[src/rtl/mem_bus_arbiter.sv]
// mem_bus_arbiter: round-robin Wishbone arbiter for I-cache (port 0) and D-cache (port 1) with locked bursts and ack watchdog
module mem_bus_arbiter #(
    parameter int TIMEOUT = 255,
    parameter int TW      = 8
) (
    input  logic        clk,
    input  logic        rst,
    input  logic        m0_req,
    input  logic        m0_lock,
    input  logic [31:0] m0_addr,
    input  logic [31:0] m0_wdata,
    input  logic        m0_we,
    input  logic [3:0]  m0_sel,
    output logic        m0_ack,
    output logic        m0_err,
    output logic [31:0] m0_rdata,
    input  logic        m1_req,
    input  logic        m1_lock,
    input  logic [31:0] m1_addr,
    input  logic [31:0] m1_wdata,
    input  logic        m1_we,
    input  logic [3:0]  m1_sel,
    output logic        m1_ack,
    output logic        m1_err,
    output logic [31:0] m1_rdata,
    output logic        wb_cyc_o,
    output logic        wb_stb_o,
    output logic [31:0] wb_adr_o,
    output logic [31:0] wb_dat_o,
    output logic        wb_we_o,
    output logic [3:0]  wb_sel_o,
    input  logic        wb_ack_i,
    input  logic [31:0] wb_dat_i,
    output logic [1:0]  grant_o
);
    localparam logic [1:0] IDLE = 2'd0, BUS = 2'd1, RESP = 2'd2, HOLD = 2'd3;
    localparam logic [TW-1:0] TLAST = TW'(TIMEOUT - 1);

    logic [1:0]    state_q, state_d;
    logic          owner_q, owner_d, last_q, last_d;
    logic [TW-1:0] timer_q, timer_d;
    logic [31:0]   adr_q, adr_d, dat_q, dat_d, rd0_q, rd0_d, rd1_q, rd1_d;
    logic          we_q, we_d, cyc_q, cyc_d, stb_q, stb_d;
    logic [3:0]    sel_q, sel_d;
    logic [1:0]    grant_q, grant_d, ack_q, ack_d, err_q, err_d;
    logic          pick, own_req, own_lock, take, in_bus, hit, tmo;

    // Decide who gets the bus next, whether a beat is latched, and how the current beat ends
    always_comb begin
        pick     = (state_q == HOLD) ? owner_q : ((m0_req & m1_req) ? ~last_q : m1_req);
        own_req  = owner_q ? m1_req : m0_req;
        own_lock = owner_q ? m1_lock : m0_lock;
        take     = ((state_q == IDLE) & (m0_req | m1_req)) | ((state_q == HOLD) & own_req);
        in_bus   = state_q == BUS;
        hit      = in_bus & wb_ack_i;
        tmo      = in_bus & ~wb_ack_i & (TIMEOUT != 0) & (timer_q == TLAST);
    end

    // Next-state values; beat fields are captured only at grant so the bus never sees requester glitches
    always_comb begin
        state_d = (state_q == IDLE) ? (take ? BUS : IDLE) :
                  (state_q == BUS)  ? ((hit | tmo) ? RESP : BUS) :
                  (state_q == RESP) ? (((|ack_q) & own_lock) ? HOLD : IDLE) :
                  (own_req ? BUS : (own_lock ? HOLD : IDLE));
        owner_d = take ? pick : owner_q;
        last_d  = take ? pick : last_q;
        timer_d = take ? '0 : (in_bus ? timer_q + 1'b1 : timer_q);
        adr_d   = take ? (pick ? m1_addr : m0_addr) : adr_q;
        dat_d   = take ? (pick ? m1_wdata : m0_wdata) : dat_q;
        we_d    = take ? (pick ? m1_we : m0_we) : we_q;
        sel_d   = take ? (pick ? m1_sel : m0_sel) : sel_q;
        ack_d   = hit ? (owner_q ? 2'b10 : 2'b01) : 2'b00;
        err_d   = tmo ? (owner_q ? 2'b10 : 2'b01) : 2'b00;
        rd0_d   = (hit & ~owner_q) ? wb_dat_i : '0;
        rd1_d   = (hit & owner_q) ? wb_dat_i : '0;
        cyc_d   = state_d != IDLE;
        stb_d   = state_d == BUS;
        grant_d = cyc_d ? (owner_d ? 2'b10 : 2'b01) : 2'b00;
    end

    // State and registered outputs; reset aborts any beat in flight without a response
    always_ff @(posedge clk or posedge rst) begin
        if (rst) begin
            state_q <= IDLE;
            owner_q <= 1'b0;
            last_q  <= 1'b0;
            timer_q <= '0;
            adr_q   <= '0;
            dat_q   <= '0;
            we_q    <= 1'b0;
            sel_q   <= '0;
            ack_q   <= '0;
            err_q   <= '0;
            rd0_q   <= '0;
            rd1_q   <= '0;
            cyc_q   <= 1'b0;
            stb_q   <= 1'b0;
            grant_q <= '0;
        end else begin
            state_q <= state_d;
            owner_q <= owner_d;
            last_q  <= last_d;
            timer_q <= timer_d;
            adr_q   <= adr_d;
            dat_q   <= dat_d;
            we_q    <= we_d;
            sel_q   <= sel_d;
            ack_q   <= ack_d;
            err_q   <= err_d;
            rd0_q   <= rd0_d;
            rd1_q   <= rd1_d;
            cyc_q   <= cyc_d;
            stb_q   <= stb_d;
            grant_q <= grant_d;
        end
    end

    assign wb_cyc_o = cyc_q;
    assign wb_stb_o = stb_q;
    assign wb_adr_o = adr_q;
    assign wb_dat_o = dat_q;
    assign wb_we_o  = we_q;
    assign wb_sel_o = sel_q;
    assign grant_o  = grant_q;
    assign m0_ack   = ack_q[0];
    assign m1_ack   = ack_q[1];
    assign m0_err   = err_q[0];
    assign m1_err   = err_q[1];
    assign m0_rdata = rd0_q;
    assign m1_rdata = rd1_q;
endmodule

[config.mk]
export PLATFORM = sky130hd
export DESIGN_NAME = mem_bus_arbiter
export DESIGN_NICKNAME = d
export VERILOG_FILES = /design/src/rtl/mem_bus_arbiter.sv
export SDC_FILE = /design/constraint.sdc
export NUM_CORES = 1
export LEC_CHECK = 0
export CAP_MARGIN = 20
export CORE_ASPECT_RATIO = 0.75
export CORE_MARGIN = 3
export CORE_UTILIZATION = 34
export CTS_CLUSTER_DIAMETER = 80
export CTS_CLUSTER_SIZE = 30
export DETAILED_ROUTE_END_ITERATION = 8
export GPL_TIMING_DRIVEN = 0
export PLACE_DENSITY_LB_ADDON = 0.1
export REMOVE_ABC_BUFFERS = 1
export SKIP_LAST_GASP = 1
export SLEW_MARGIN = 20
export SYNTH_ARGS = -nofsm -noshare
export SYNTH_HDL_FRONTEND = slang
export SYNTH_SLANG_ARGS = --single-unit
[constraint.sdc]
create_clock -name clk -period 7.15 [get_ports clk]
set_input_delay 2.145 -clock clk [delete_from_list [all_inputs] [get_ports clk]]
set_output_delay 2.145 -clock clk [all_outputs]
set_load 0.005 [all_outputs]
==> results.cfg, run 1 <==
[power]
pwr-share-clk_pct = 23.9
comb_power_share_pct = 43.5
p_sw_uw = 1239
power.internal_uw = 2692
p_seq_share_pct = 32.7
vdd_ir_drop_max_uv = 182.5
sw_frac_of_total_pct = 31.51
power_uw = 3931
power_density_nw_per_um2 = 378.9
leakagePower_uw = 0.004645

[clock_network]
post_cts_resize_count = 0
path_clk_slew_ns = 0.06
numCtsBuffers = 17
cts_root_buf = clkbuf_16
postCtsSetupRepairBufs = 0
cts-hold-fix-buffers = 0
cts_tree = built
max-clock-path-buffers = 2
h-tree-depth = 4
clock_latency_ns = 0.41
cts.sinks = 153

[floorplanning]
boundaryPins = 318
start_util_pct = 35.14
fp.dieArea_um2 = 20150
die_x_um = 162.9
rows = 42
fp.coreArea_um2 = 17870
die_h_um = 123.7

[timing]
worst_slew_pin_slew_ns = 0.7633
finalSetupViolCount = 0
clock_skew_ns = 0.005882
slew_headroom_pct = 49.11
fin_crit_sh_pct = 56.67
drv_slew = 0
rsz0062_at_grt = no
finalHoldViolations = 0
whs_ns = 0.5234
period_needed_ns = 4.052
fmax_mhz = 246.8

[route]
wl_um = 18720
dr_wl_met2_um = 9205
num_vias = 4927
wl_met3_um = 2096
dr.max_layer_used = met4
first_iter_violations = 232
met1Wirelength_um = 7230
viasPerCell = 4.504
wire_per_inst_um = 17.12
drc = 0
ant_nets = 0
firstDrtPassIters = 4

[place]
port_buffers = 317
place_hpwl_um = 14320
place.gp.congestion = 0.8033

[flow_run]
drv_cap = 0

[worst_setup_path]
crit_path_start_kind = input port
crit_family = buffers and inverters
r2r_cells = 6
cp.arrival_ns = 4.33
slowest_stage = a31oi_4
crit_cells = 7
worst-path-max-fanout = 20
cpPeakStageDelay_ns = 0.66
worst_setup_path_end_kind = flop
crit_buf_inv = 3
crit_chain = clkdlybuf4s50_1, nand2_1, a31oi_4, buf_16, buf_16, mux2i_1, a21oi_1
cp.required_ns = 7.43
crit_type = input port to flop
critPathMostFrequentCell = buf_16

[synth]
yosys_warnings = 0
yosysSeqAreaShare_pct = 60.98
synthFlopType = dfrtp_1
synth_edf_count = 0
syn_avg_cell_area_um2 = 11.91
synth_top_area_share_pct = 60.98
ys_async_sr_fraction_pct = 100.0
syn-instance-count = 527
synth_top_area_cell = dfrtp_1
synth_cell_types = 38
synth.top_cells.by_area = dfrtp_1, mux2i_1, and2_1
synth-seq-cells = 153
synth_area_um2 = 6279

[grt]
grt_max_degree = 86
antenna_found_initial = 0
grt_pass1_vias = 5121
grt_usage_pct = 18.34
grt_pass1_wl_um = 28370
grt_overflow = 0

[min_path]
hp-class = flop to flop
whs_path_depth = 2

[final_layout]
fin_nets = 1018
final_layout_size_suffix_gt1_share_pct = 5.751
layout_commonest_cell = clkdlybuf4s50_1
area_growth_pct = 65.25
final_cell_mix = clkdlybuf4s50_1, dfrtp_1, nor2_1
diodes = 0
fillers = 1521

[status]
status = completed
[worst min-delay path: stages (launching register included)]
cell     delay, ns
dfrtp_1       0.34
nor2_1        0.05
a21oi_1       0.10
[power by group through the flow]
| stage | clock network, µW | logic, µW | registers, µW |
|---|---|---|---|
| floorplan | 0 | 738 | 1320 |
| global placement | 0 | 1600 | 1290 |
| detailed placement | 0 | 1730 | 1300 |
| CTS | 969 | 1740 | 1290 |
| global route | 1010 | 1860 | 1320 |
| finish | 938 | 1710 | 1280 |
[cells in the mapped netlist, types with 4 or more instances]
library cell	number
clkbuf_2	4
buf_12	8
mux2i_1	71
and2_1	64
a21oi_1	72
xor2_1	6
nor2_1	80
nand2_1	4
dfrtp_1	153
inv_1	6
nand4_1	5
buf_2	16
and3_1	5
[flip-flops by register name, summed over array words and instances, names as in the netlist, 2 cells and up]
register  flops
ack_q         2
state_q       2
grant_o       2
wb_sel_o      4
m0_rdata     32
err_q         2
wb_dat_o     32
timer_q       8
m1_rdata     32
wb_adr_o     32
[cell families after synthesis]
group	count (synthesis)	synth area share, %
buffers and inverters	40	5.042
XOR/XNOR	7	0.9765
flip-flops	153	60.98
AND/OR/NAND/NOR	170	13.73
AO/OA/AOI/OAI	83	7.374
adder cells (fa/ha/maj)	2	0.3985
multiplexers	72	11.50
[metrics by stage]
| step | worst slack [ns] | instances | setup TNS [ns] | util [%] | instance area, µm² |
|---|---|---|---|---|---|
| finish | 3.098 | 1094 | 0 | 58.07 | 10380 |
| CTS | 3.122 | 1094 | 0 | 58.07 | 10380 |
| global placement | -1.071 | 1052 | -166.26 | 52.95 | 9460 |
| global route | 3.006 | 1094 | 0 | 58.07 | 10380 |
| detailed placement | 2.670 | 1062 | 0 | 54.59 | 9753 |
| floorplan | 0.8836 | 493 | 0 | - | 5984 |
[area by class of cell]
type | count | area (µm²) | share of cell area, %
Clock inverter | 11 | 171.4 | 1.652
Timing Repair Buffer | 327 | 3448 | 33.24
Multi-Input combinational cell | 334 | 2143 | 20.66
Tap cell | 242 | 302.8 | 2.918
Sequential cell | 153 | 3829 | 36.90
Clock buffer | 21 | 450.4 | 4.342
Inverter | 6 | 30.03 | 0.2894
[per-layer routing]
metal,up-vias,track usage [%]
li1,2392,-
met4,0,4.543
met5,-,0
met2,179,30.93
met3,16,9.342
met1,2340,20.91
[path summary, 6_finish.rpt]
kind                                                from                        to  slack (ns)
worst max-delay path                              m0_req  wb_dat_o[25]$_DFFE_PP0N_        3.10
worst min-delay path            wb_adr_o[30]$_DFFE_PP0N_  wb_adr_o[30]$_DFFE_PP0N_        0.52
worst max register to register      state_q[1]$_DFF_PP0_  wb_dat_o[25]$_DFFE_PP0N_        4.80
worst min register to register  wb_adr_o[30]$_DFFE_PP0N_  wb_adr_o[30]$_DFFE_PP0N_        0.52
max in group asynchronous                            rst     m0_rdata[5]$_DFF_PP0_        4.19
min in group asynchronous                            rst   wb_sel_o[0]$_DFFE_PP0N_        2.18
Power figures use the tool's default switching activity.
==> inputs of run 2 (changes only) <==
- clock period: 7.15 -> 3.9 ns (I/O delays scaled with it)
==> results of run 2 <==
The final DEF is identical to that of run 1. Status: completed.
Main changes from that run: setup slack after placement 2.670 ns -> 0.3948 ns; setup slack after layout 3.098 ns -> 0.8234 ns; register-to-register setup slack 4.80 ns -> 1.55 ns; total power 3931 µW -> 7206 µW; worst IR drop on VDD 182.5 µV -> 334.6 µV
==> RTL change 1, RTL diff (flow settings as in run 2) <==
Reset style: synchronous (`rst`), changed in one clocked block.
--- a/src/rtl/mem_bus_arbiter.sv
+++ b/src/rtl/mem_bus_arbiter.sv
@@ -80,5 +80,5 @@
 
     // State and registered outputs; reset aborts any beat in flight without a response
-    always_ff @(posedge clk or posedge rst) begin
+    always_ff @(posedge clk) begin
         if (rst) begin
             state_q <= IDLE;
Formal check against the unedited RTL: differs if rst is asserted again (counterexample within 4 cycles, from zero or initial values and one cycle with rst high); with rst held inactive, the same outputs for 10 cycles.
==> RTL change 1 against run 2 <==
Clock skew rose by 0.0061 ns. Cell area shrank 4.0%. Worst setup slack better by 0.039 ns. Sequential cell count did not move. Synthesized area decreased by 4.9%. Wire length fell by 2.6%. Worst hold slack got worse by 0.024 ns.
Power is not compared: it rests on default switching activity, and its combinational part moved more than twofold at a synthesized area within 25%.
==> RTL change 1: results (changes against run 2) <==
grt_use_met2_pct: 33.7  # +2.8 points
synth_mux_area_share_pct: 0.419  # -11 points
status: "finished, final reports clean"
synthDistinctLibCells: 43  # +13%
post_drt_wl_per_cell_microns: 15.8  # -7.9%
use_met1_pct: 20.9  # about the same
max_slew.worst_pin.slew_ns: 0.989  # +0.225 ns
drt_iter0_drc: 318  # +37%
r2r-end: "m1_rdata[22]"
final_layout_size_suffix_gt1_share_pct: 10.8  # +5.0 points
fin_worst_skew_ns: 0.0119  # +0.00606 ns
grt_pass1_wl_microns: 28700  # +1.3%
synthCells: 615  # +17%
placed_cell_area_sq_mm: 0.00932  # -4.5%
use_met3_pct: 5.96  # -3.4 points
cp_max_fo: 28  # +40%
hpwl_microns: 13400  # -6.1%
whs_endpoint: "wb_adr_o[30]"
ys_top_cells_by_area: "dfxtp_1 51%, a311oi_2 13%, nand2_1 8.9%"
ys_async_sr_fraction_pct: 0  # -100 points
synthAdderAreaFrac_pct: 0.419  # +0.020 points
netlist_top_cells_count: "153 x dfxtp_1, 141 x nand2_1, 77 x nor2_1"
crit-reg2reg-launch: "state_q[0]"
reg2reg_setup_slack_ns: 1.48  # -0.07 ns
num_vias: 5422  # +10%
gr-usage-all-layers_pct: 18.6  # +0.31 points
synth_xor_area_share_pct: 1.03  # +0.050 points
fill_cells: 1460  # -4.0%
synth_ff_type: "dfxtp_1"
## RTL change 1: how the worst max path moves through the flow
stage                     startpoint           end  cells past startpoint
after floorplan               m1_req   wb_adr_o[0]                      4
after global placement           rst   m1_rdata[3]                      3
after detailed placement      m1_req   wb_dat_o[0]                      7
after CTS                     m1_req  wb_adr_o[29]                      7
after global routing          m1_req  wb_adr_o[23]                      7
final                         m1_req   wb_dat_o[7]                      7
## RTL change 1: stage by stage
| step | worst slack [ns] | hold WS (ns) |
|---|---|---|
| after floorplan | 0.682 | 0.487 |
| after global placement | -2.01 | 0.484 |
| after detailed placement | 0.409 | 0.492 |
| after CTS | 0.841 | 0.502 |
| after global routing | 0.655 | 0.518 |
| final | 0.862 | 0.499 |
## RTL change 1: power groups by stage
stage | Sequential (uW) | Clock (uW) | Combinational (uW)
final | 1760 | 1790 | 955
after global routing | 1780 | 1900 | 1040
after CTS | 1760 | 1840 | 968
after detailed placement | 1790 | 0 | 963
after global placement | 1790 | 0 | 930
after floorplan | 1800 | 0 | 383
## RTL change 1: critical path, stage by stage
cell             delay (ns)
clkdlybuf4s50_1        0.59
a21bo_2                0.29
o21ai_4                0.53
buf_16                 0.25
buf_16                 0.19
nand2_1                0.08
a311oi_1               0.25
## RTL change 1: cell type report
class | instances | share of cell area, %
clock inverters | 14 | 2.08
well taps | 236 | 2.96
repair buffers | 323 | 33.4
diodes | 1 | 0.0251
inverters | 1 | 0.0377
clock buffers | 18 | 4.41
multi-input cells | 411 | 26.4
flip-flops and latches | 153 | 30.7
## RTL change 1: cells by family (layout without fill, tap and decap cells)
| kind of cell | Yosys count | in the layout |
|---|---|---|
| AND/OR/NAND/NOR | 313 | 313 |
| flip-flops | 153 | 153 |
| AO/OA/AOI/OAI | 87 | 87 |
| buffers and inverters | 51 | 356 |
| XOR/XNOR | 7 | 7 |
| adder cells (fa/ha/maj) | 2 | 2 |
| multiplexers | 2 | 2 |
| other | 0 | 1 |
## RTL change 1: per-layer routing
layer	vias to the layer above	share of wire, %
li1	2686	-
met1	2558	40
met2	160	52
met3	18	6.4
met4	0	1.6
met5	-	0
==> RTL change 2, RTL diff (config.mk and constraints of run 2) <==
Made on the original files. The parameter `TW` goes from 8 to 7.
--- a/src/rtl/mem_bus_arbiter.sv
+++ b/src/rtl/mem_bus_arbiter.sv
@@ -2,5 +2,5 @@
 module mem_bus_arbiter #(
     parameter int TIMEOUT = 255,
-    parameter int TW      = 8
+    parameter int TW      = 7
 ) (
     input  logic        clk,
Check against the original RTL: no difference found for any inputs over 10 cycles, from zero or initial values and one cycle with rst high; that may be too few to reach the edited logic, so the function may still have changed.
==> RTL change 2 against run 2 <==
Worst setup slack worse by 0.10 ns. Clock skew is 0.0037 ns higher. Synthesized area is 1.5% higher. Cell area is 1.1% higher. Sequential cell count is 1 lower. Wire length is 6.6% lower. Critical path depth stayed put. Total power is 1.8% lower. Largest cell class unchanged. Largest power group unchanged.
==> RTL change 2: results (changes against run 2) <==
status: "finished, final reports clean"
use_met1_pct: 19.8  # -1.1 points
vdd_drop_max_v: 0.000316  # -5.5%
reg2reg_setup_slack_ns: 1.44  # -0.11 ns
ys_top_cells_by_area: "dfrtp_1 60%, mux2_2 24%, and2_1 6.3%"
netlist_top_cells_count: "152 x dfrtp_1, 138 x mux2_2, 64 x and2_1"
grt_pass1_vias: 5125  # +0.078%
p_leak_uw: 0.00443  # -4.6%
fill_cells: 1496  # -1.6%
gp_congestion: 0.771  # -4.1%
clock_area_share_pct: 5.73  # -0.27 points
grt_use_met2_pct: 30.9  # about the same
wl_met1_microns: 6580  # -9.0%
multi_input_cells: 268  # -20%
hold_path_depth: 1  # -1
gr-usage-all-layers_pct: 17.6  # -0.77 points
bufAreaShareNonClock_pct: 31.9  # -1.4 points
num-nonclk-buffers: 326  # -0.31%
hpwl_microns: 13400  # -6.3%
nonClockInverterCount: 7  # +1
endpoint: "wb_dat_o[5]"
clockBufferCount: 18  # -14%
routed-wl-met2_microns: 9190  # -0.15%
num_vias: 4673  # -5.2%
whs_endpoint: "last_q"
use_met3_pct: 6.15  # -3.2 points
cpMaxStageDelayCell: "clkdlybuf4s50_1"
## RTL change 2: per-stage QoR
stage          area [sq um]  std cells  hold WS (ns)  worst slack (ns)
3_5_place_dp           9880        995         0.494             0.310
3_3_place_gp           9700        986         0.481             -3.37
6_report              10500       1027         0.500             0.721
2_1_floorplan          6220        427         0.464             -1.36
5_1_grt               10500       1027         0.516             0.641
4_1_cts               10500       1027         0.508             0.745
## RTL change 2: logic make-up (layout without fill, tap and decap cells)
logic type / after synthesis / in the layout / share of synthesized area [%]
XOR/XNOR: 5 / 5 / 0.687
AO/OA/AOI/OAI: 17 / 17 / 2.18
adder cells (fa/ha/maj): 2 / 2 / 0.393
AND/OR/NAND/NOR: 104 / 104 / 9.51
flip-flops: 152 / 152 / 59.7
multiplexers: 140 / 140 / 24.8
buffers and inverters: 32 / 365 / 2.77
## RTL change 2: where the power goes
group	internal [uW]	switching (uW)	leakage [uW]
registers	2110	282	0.00193
clock network	976	689	0.000290
logic	1940	1080	0.00221
